File: src/rtl/pcapng_epb_framer.sv
// Purpose : wraps each captured frame (timestamp beat, length beat, data) into a pcapng Enhanced Packet Block.
// Latency : length beat accepted in cycle n -> HDR0 valid in n+1; then one output word per input data word.
// Backpress: s_axis_tready is 1 in IDLE/LEN, follows output-register space in DATA, and is 0 while headers/trailer are emitted.
//
// Ports:
//   axi_clk, axi_rstn            clock, synchronous active-low reset
//   s_axis_*                     capture stream in (tdata/tkeep/tvalid/tready/tlast/tuser)
//   m_axis_*                     EPB byte stream out, little-endian 64-bit words
//   length_error                 one-cycle pulse: runt frame or data byte count != captured length
//   block_count                  number of EPBs whose final word has been accepted (wraps)
module pcapng_epb_framer #(
    parameter int INTERFACE_ID    = 0,
    parameter int FRAME_LEN_WIDTH = 16
) (
    input  logic        axi_clk,
    input  logic        axi_rstn,
    input  logic [63:0] s_axis_tdata,
    input  logic [7:0]  s_axis_tkeep,
    input  logic        s_axis_tvalid,
    output logic        s_axis_tready,
    input  logic        s_axis_tlast,
    input  logic        s_axis_tuser,
    output logic [63:0] m_axis_tdata,
    output logic [7:0]  m_axis_tkeep,
    output logic        m_axis_tvalid,
    input  logic        m_axis_tready,
    output logic        m_axis_tlast,
    output logic        m_axis_tuser,
    output logic        length_error,
    output logic [31:0] block_count
);

    typedef enum logic [2:0] {IDLE, LEN, HDR0, HDR1, HDR2, DATA, TAIL} state_t;

    state_t      state;
    logic [63:0] ts64;
    logic [31:0] cap;
    logic [31:0] total;
    logic [31:0] carry;      // upper half of the previous input beat, emitted in the next output word
    logic [31:0] byte_cnt;   // data bytes received so far in this frame
    logic        tail_wide;  // last input beat had more than 4 bytes: trailer shares a word with data
    logic        bad;

    logic        out_free;
    logic        m_fire;
    logic        s_fire;
    logic [31:0] cap_in;
    logic [31:0] total_in;
    logic [63:0] in_mask;
    logic [63:0] in_m;
    logic [3:0]  beat_bytes;
    logic [31:0] byte_sum;

    function automatic logic [3:0] keep_count(input logic [7:0] k);
        logic [3:0] c;
        c = 4'd0;
        for (int i = 0; i < 8; i++) begin
            c = c + {3'd0, k[i]};
        end
        return c;
    endfunction

    assign out_free = !m_axis_tvalid || m_axis_tready;
    assign m_fire   = m_axis_tvalid && m_axis_tready;
    assign s_fire   = s_axis_tvalid && s_axis_tready;
    assign cap_in   = 32'(s_axis_tdata[FRAME_LEN_WIDTH-1:0]);
    // 28 header bytes + 4 trailer bytes + cap rounded up to a multiple of 4
    assign total_in = (cap_in + 32'd35) & ~32'd3;

    // Bytes beyond tkeep on the last beat are forced to zero so they double as pad bytes.
    always_comb begin
        in_mask = '1;
        for (int i = 0; i < 8; i++) begin
            in_mask[8*i +: 8] = {8{!s_axis_tlast || s_axis_tkeep[i]}};
        end
    end

    assign in_m       = s_axis_tdata & in_mask;
    assign beat_bytes = s_axis_tlast ? keep_count(s_axis_tkeep) : 4'd8;
    assign byte_sum   = byte_cnt + 32'(beat_bytes);

    always_comb begin
        s_axis_tready = 1'b0;
        case (state)
            IDLE, LEN: s_axis_tready = 1'b1;
            DATA:      s_axis_tready = out_free;
            default:   s_axis_tready = 1'b0;
        endcase
    end

    always_ff @(posedge axi_clk) begin
        if (!axi_rstn) begin
            state         <= IDLE;
            m_axis_tdata  <= '0;
            m_axis_tkeep  <= '0;
            m_axis_tvalid <= 1'b0;
            m_axis_tlast  <= 1'b0;
            m_axis_tuser  <= 1'b0;
            length_error  <= 1'b0;
            block_count   <= '0;
            ts64          <= '0;
            cap           <= '0;
            total         <= '0;
            carry         <= '0;
            byte_cnt      <= '0;
            tail_wide     <= 1'b0;
            bad           <= 1'b0;
        end else begin
            length_error <= 1'b0;
            if (m_fire) begin
                m_axis_tvalid <= 1'b0;
                m_axis_tlast  <= 1'b0;
                m_axis_tuser  <= 1'b0;
                if (m_axis_tlast) begin
                    block_count <= block_count + 32'd1;
                end
            end

            case (state)
                IDLE: begin
                    if (s_fire) begin
                        if (s_axis_tlast) begin
                            length_error <= 1'b1;
                        end else begin
                            ts64  <= 64'(s_axis_tdata[31:0]) * 64'd1000000000 + 64'(s_axis_tdata[63:32]);
                            state <= LEN;
                        end
                    end
                end
                LEN: begin
                    if (s_fire) begin
                        if (s_axis_tlast) begin
                            length_error <= 1'b1;
                            state        <= IDLE;
                        end else begin
                            cap           <= cap_in;
                            total         <= total_in;
                            carry         <= cap_in;  // original-length field leads the first data word
                            byte_cnt      <= '0;
                            m_axis_tdata  <= {total_in, 32'h0000_0006};
                            m_axis_tkeep  <= 8'hFF;
                            m_axis_tvalid <= 1'b1;
                            state         <= HDR0;
                        end
                    end
                end
                HDR0: begin
                    if (m_fire) begin
                        m_axis_tdata  <= {ts64[63:32], 32'(INTERFACE_ID)};
                        m_axis_tvalid <= 1'b1;
                        state         <= HDR1;
                    end
                end
                HDR1: begin
                    if (m_fire) begin
                        m_axis_tdata  <= {cap, ts64[31:0]};
                        m_axis_tvalid <= 1'b1;
                        state         <= HDR2;
                    end
                end
                HDR2: begin
                    if (m_fire) begin
                        state <= DATA;
                    end
                end
                DATA: begin
                    if (s_fire) begin
                        m_axis_tdata  <= {in_m[31:0], carry};
                        m_axis_tkeep  <= 8'hFF;
                        m_axis_tvalid <= 1'b1;
                        carry         <= in_m[63:32];
                        byte_cnt      <= byte_sum;
                        if (s_axis_tlast) begin
                            tail_wide <= (beat_bytes > 4'd4);
                            bad       <= s_axis_tuser;
                            if (byte_sum != cap) begin
                                length_error <= 1'b1;
                            end
                            state <= TAIL;
                        end
                    end
                end
                TAIL: begin
                    // Entered with the last data word pending; the trailer word follows its acceptance.
                    if (m_fire) begin
                        if (m_axis_tlast) begin
                            state <= IDLE;
                        end else begin
                            m_axis_tvalid <= 1'b1;
                            m_axis_tlast  <= 1'b1;
                            m_axis_tuser  <= bad;
                            if (tail_wide) begin
                                m_axis_tdata <= {total, carry};
                                m_axis_tkeep <= 8'hFF;
                            end else begin
                                m_axis_tdata <= {32'h0, total};
                                m_axis_tkeep <= 8'h0F;
                            end
                        end
                    end
                end
                default: state <= IDLE;
            endcase
        end
    end

endmodule

File: config.mk
export PLATFORM = sky130hd
export DESIGN_NAME = pcapng_epb_framer
export DESIGN_NICKNAME = d
export VERILOG_FILES = /design/src/rtl/pcapng_epb_framer.sv
export SDC_FILE = /design/constraint.sdc
export NUM_CORES = 2
export LEC_CHECK = 0
export ABC_AREA = 0
export CAP_MARGIN = 25
export CORE_ASPECT_RATIO = 0.6
export CORE_MARGIN = 2
export CORE_UTILIZATION = 45
export CTS_CLUSTER_SIZE = 12
export DETAILED_ROUTE_END_ITERATION = 8
export PLACE_DENSITY_LB_ADDON = 0.05
export SKIP_CTS_REPAIR_TIMING = 1
export SYNTH_ARGS = -nofsm -noshare
export SYNTH_HDL_FRONTEND = slang
export SYNTH_SLANG_ARGS = --single-unit
File: constraint.sdc
create_clock -name axi_clk -period 10.45 [get_ports axi_clk]
set_clock_uncertainty 0.15 [all_clocks]
set_input_delay 2.09 -clock axi_clk [delete_from_list [all_inputs] [get_ports axi_clk]]
set_output_delay 2.09 -clock axi_clk [all_outputs]
set_load 0.1 [all_outputs]
* Word-level counts from Yosys, hierarchy flattened *
Index checks and enable logic that the tools add are counted.

cells by class
  reductions and logical operators = 27
  order comparisons = 1
  add/sub/neg operators = 11
  bitwise gates (word level) = 2
  muxes and demuxes = 60
  multiply operators = 1
  equality and inequality tests = 19

operators with widths
  cell                      number
  $mux W64                  8
  $pmux W64 S5              1
  $mux W32                  6
  $pmux W32 S2              2
  $and A64 B64 Y64          1
  $add A62 B32 Y63          1
  $mul A32 B21 Y53 const B  1
  $mux W8                   6
  $add A32 B1 Y32 const B   1
  $add A32 B4 Y32           1
  $ne A32 B16 Y1            1
  $mux W3                   10
  $ne A2 B2 Y1 const B      12
  $pmux W8 S3               1
  $pmux W3 S7               1
  $mux W1                   20
  $add A16 B6 Y17 const B   1
  $add A4 B1 Y4             4
  $reduce_and A10 Y1        1
  $eq A3 B3 Y1 const B      3
  $logic_or A1 B1 Y1        9
  $reduce_and A3 Y1         3
  $reduce_and A8 Y1         1
  $eq A3 B2 Y1 const B      2
  other kinds (20)          24

storage, ports and cells
  output and inout bits = 109
  register bits = 287
  input bits = 78
  logic and storage cells = 136

* Depth between registers and ports, before layout *
  depth in word-level cells = 14
  depth in mapped cells = 34
  depth with buffers taken out = 32

* Worst setup path before layout *
OpenSTA, ideal clock, no wires.

  path type = input -> register
  start point = input s_axis_tdata[5]
  end point = register ts64[61]
  required time = 10.180 ns
  setup slack = 1.283 ns
  arrival time = 8.897 ns
  path buffers = 2
  setup time = 0.120 ns
  stages = 25
  cell sequence = inv_1 > fa_1 > fa_1 > fa_1 > fa_1 > fa_1 > inv_1 > fa_1 > inv_1 > fa_1 > inv_1 > ha_1 > buf_2 > nand4_1 > nor4_2 > o211ai_1 > and4_4 > or4_4 > nor3_4 > nand3_2 > or3_1 > buf_6 > nor2_4 > o31ai_1 > a211o_1

on the way
  word-level cells in the longest chain between the ends = 2

RTL lines
  element                 RTL line  source
  start: declaration      17        input logic [63:0] s_axis_tdata,
  $mul A32 B21 Y53        125       ts64 <= 64'(s_axis_tdata[31:0]) * 64'd1000000000 + 64'(s_axis_tdata[63:32]);
  $add A62 B32 Y63        125
  end signal: assignment  125
  end: declaration        36        logic [63:0] ts64;

No other way between the ends.
A chain may end at the register's enable or synchronous reset.

* Worst setup path in the final report *
  start point = input s_axis_tdata[18]
  end point = register ts64[58]

Same word-level chain as after synthesis.

==> metrics.txt <==
critical path's slowest cell=clkdlybuf4s50_1; minimum clock period=between 10 and 15 ns; met1 Use GR=51.81%; final core occ=53.34%; largest net degree at the start of global routing=between 150 and 200; Synth Register Bits=265; DP Cell Count=4364; first-pass GRT wire length=158000 um; delay-heaviest family, CP=adder cells; worst rel slew slack=2.378%; Die Span X=326.6 um; total track usage=between 30% and 40%; fillcell total=slightly below 6000; fin area=0.03270 mm^2; post-synthesis sequential area ratio=between 10% and 20%; initial antenna violation count=3; top-area cell type share of the netlist area=between 20% and 30%; DR WL/cell=between 20 and 25 um; Iter 0 DRT Violations=between 2000 and 3000; TritonCTS clock tree=done; met3 usage=under 10%; root buf cell=clkbuf_16; FF-to-FF path depth=7; run status=complete, no violations; Worst Hold End=m_axis_tdata[38]; Hold WC Path Type=flip-flop to flip-flop; post-synthesis average cell area=8.520 um^2; Die H=197.5 um; GRT busiest layer=met1; Die ar.=0.06451 mm^2; commonest non-fill, non-tap cell in the layout=inv_1; worst-skew pair later-pin latency=0.58 ns; count of cell types in the netlist=79; Mapped Area=0.02809 mm^2; Layout Nets=4262; Port Buffers=roughly 190; vias in the first global route=around 25000; final wirelength=104500 um; layout cells sized above 1=~7.7%; async set or reset register ratio after synthesis=0%; largest cells by area after synthesis=fa_1 (23%), dfxtp_1 (19%), ha_1 (13%); hold slack final=about 0.3 ns; ANT nets after route=0; total number of vias=25303; CTS clk-pin slew, worst paths=around 0.07 ns; H-tree depth=1; WHS Path Cells=2; final cell count without fillers=4399; syn_nets=3995; Hold Startpoint=m_axis_tdata[38]; Layout area overhead=16.41%; Inserted Clock Buffers=26; Fin. Hold Viols=0; number of core rows=70; Pre-antenna DRT Iters=7; IO Pins=187; DRC violations left=0; Post-synth top flop=dfxtp_1; CP startpoint kind=input port; Reg2Reg Setup Slack=6.28 ns; RD Place Congestion=1.020; WP data arrival=roughly 10 ns; Post-synth EDFFs=0; required time of the worst setup path=10.80 ns; Reg2Reg Capture Point=m_axis_tdata[6]; fin. max-slew vios=0; WS Path Type=input port to flip-flop; crit-path max FO=7; worst flop-to-flop path startpoint=state[0]; initial core utilization=around 46%; met2 GRT Util=a little over two fifths; post-place instance area=0.03196 mm^2; Max Cap Viol=0; most frequent cells in the layout=inv_1 (478), fa_1 (318), ha_1 (302), nand2_1 (285), nor2_1 (282); Peak Freq=0.09921 GHz; CP bufs+invs=9; Remaining Overflow, GRT=0; setup violators final=0; crit end category=flip-flop; area leader, netlist=fa_1; post-DP HPWL=86940 um; synthesized instance count=3297; Max stage delay on crit path=0.75 ns; clock sinks=265; core area=0.06131 mm^2; Max clock buf depth=3; Yosys warnings=0; Via density=5.752; RSZ-0062 raised after global routing=no; final period utilization=a little over nine tenths; worst-margin pin slew=1.464 ns
## flip-flops by register name, summed over array words and instances, names as in the netlist
signal and cells:
m_axis_tdata 64, ts64 63, block_count 32, byte_cnt 32, carry 32, cap 16
total 15, state 3, m_axis_tkeep 2, bad 1, length_error 1, m_axis_tlast 1
m_axis_tuser 1, m_axis_tvalid 1, tail_wide 1
## metal layers
| layer | part of all wire [%] | vias to the layer above | routed length (um) |
|---|---|---|---|
| li1 | - | 11696 | - |
| met1 | 50 | 12492 | 52410 |
| met2 | 39 | 1034 | 40260 |
| met3 | 10 | 81 | 10600 |
| met4 | 1.2 | 0 | 1277 |
| met5 | 0 | - | 0 |
## cell usage after synthesis (43+ instances only)
cell type and number:
nand3_1 106, xor2_1 58, clkbuf_1 117, xnor2_1 91, nand2_1 286, ha_1 302, nor2_1 286, inv_1 478
dfxtp_1 265, nor3_1 85, fa_1 318, o21ai_0 118, o211ai_1 43, a21oi_1 212
## through the flow
step | setup WS, ns | TNS, ns
2_1_floorplan | 1.283 | 0
3_3_place_gp | 0.08814 | 0
3_5_place_dp | -0.03646 | -0.03646
4_1_cts | 0.5251 | 0
5_1_grt | 0.02035 | 0
6_report | 0.3702 | 0
## how the worst max path moves through the flow
stage	cells past startpoint	from	to
6_report	28	s_axis_tdata[18]	ts64[58]
5_1_grt	29	s_axis_tdata[21]	ts64[58]
4_1_cts	29	s_axis_tdata[19]	ts64[58]
3_5_place_dp	28	s_axis_tdata[22]	ts64[58]
3_3_place_gp	31	s_axis_tdata[2]	ts64[60]
2_1_floorplan	25	s_axis_tdata[5]	ts64[61]
## worst register-to-register path, cell delays in order (launching register included)
cell and delay [ns]:
dfxtp_1 0.63, nor2b_1 0.24, and3_1 0.52, or2_2 0.76, a222oi_1 1.36, nor2_1 0.12
a31oi_1 0.20, nor2_1 0.05
## cells by family (layout without fill, tap and decap cells)
| kind of cell | after synthesis | in the layout | synth area share [%] |
|---|---|---|---|
| compound gates | 669 | 669 | 15.60 |
| xor+xnor | 149 | 149 | 4.645 |
| fa+ha+maj | 620 | 620 | 36.11 |
| buf+inv | 625 | 898 | 8.520 |
| flops | 265 | 265 | 18.88 |
| mux | 3 | 3 | 0.1113 |
| other cells | 0 | 1 | 0 |
| simple gates | 966 | 966 | 16.12 |
## final cells by class
| cell class | count | area, um^2 | area share [%] |
|---|---|---|---|
| diodes | 1 | 2.502 | 0.007652 |
| clock buffers | 33 | 716.9 | 2.192 |
| clock inverters | 1 | 16.27 | 0.04974 |
| inverters | 479 | 1805 | 5.521 |
| multi-input cells | 2407 | 20430 | 62.47 |
| flip-flops and latches | 265 | 5305 | 16.22 |
| well taps | 828 | 1036 | 3.168 |
| repair buffers | 385 | 3391 | 10.37 |
Power is left out: the tool's default activity adds up to more than one toggle a clock period on the data nets, which glitch-free logic cannot reach.
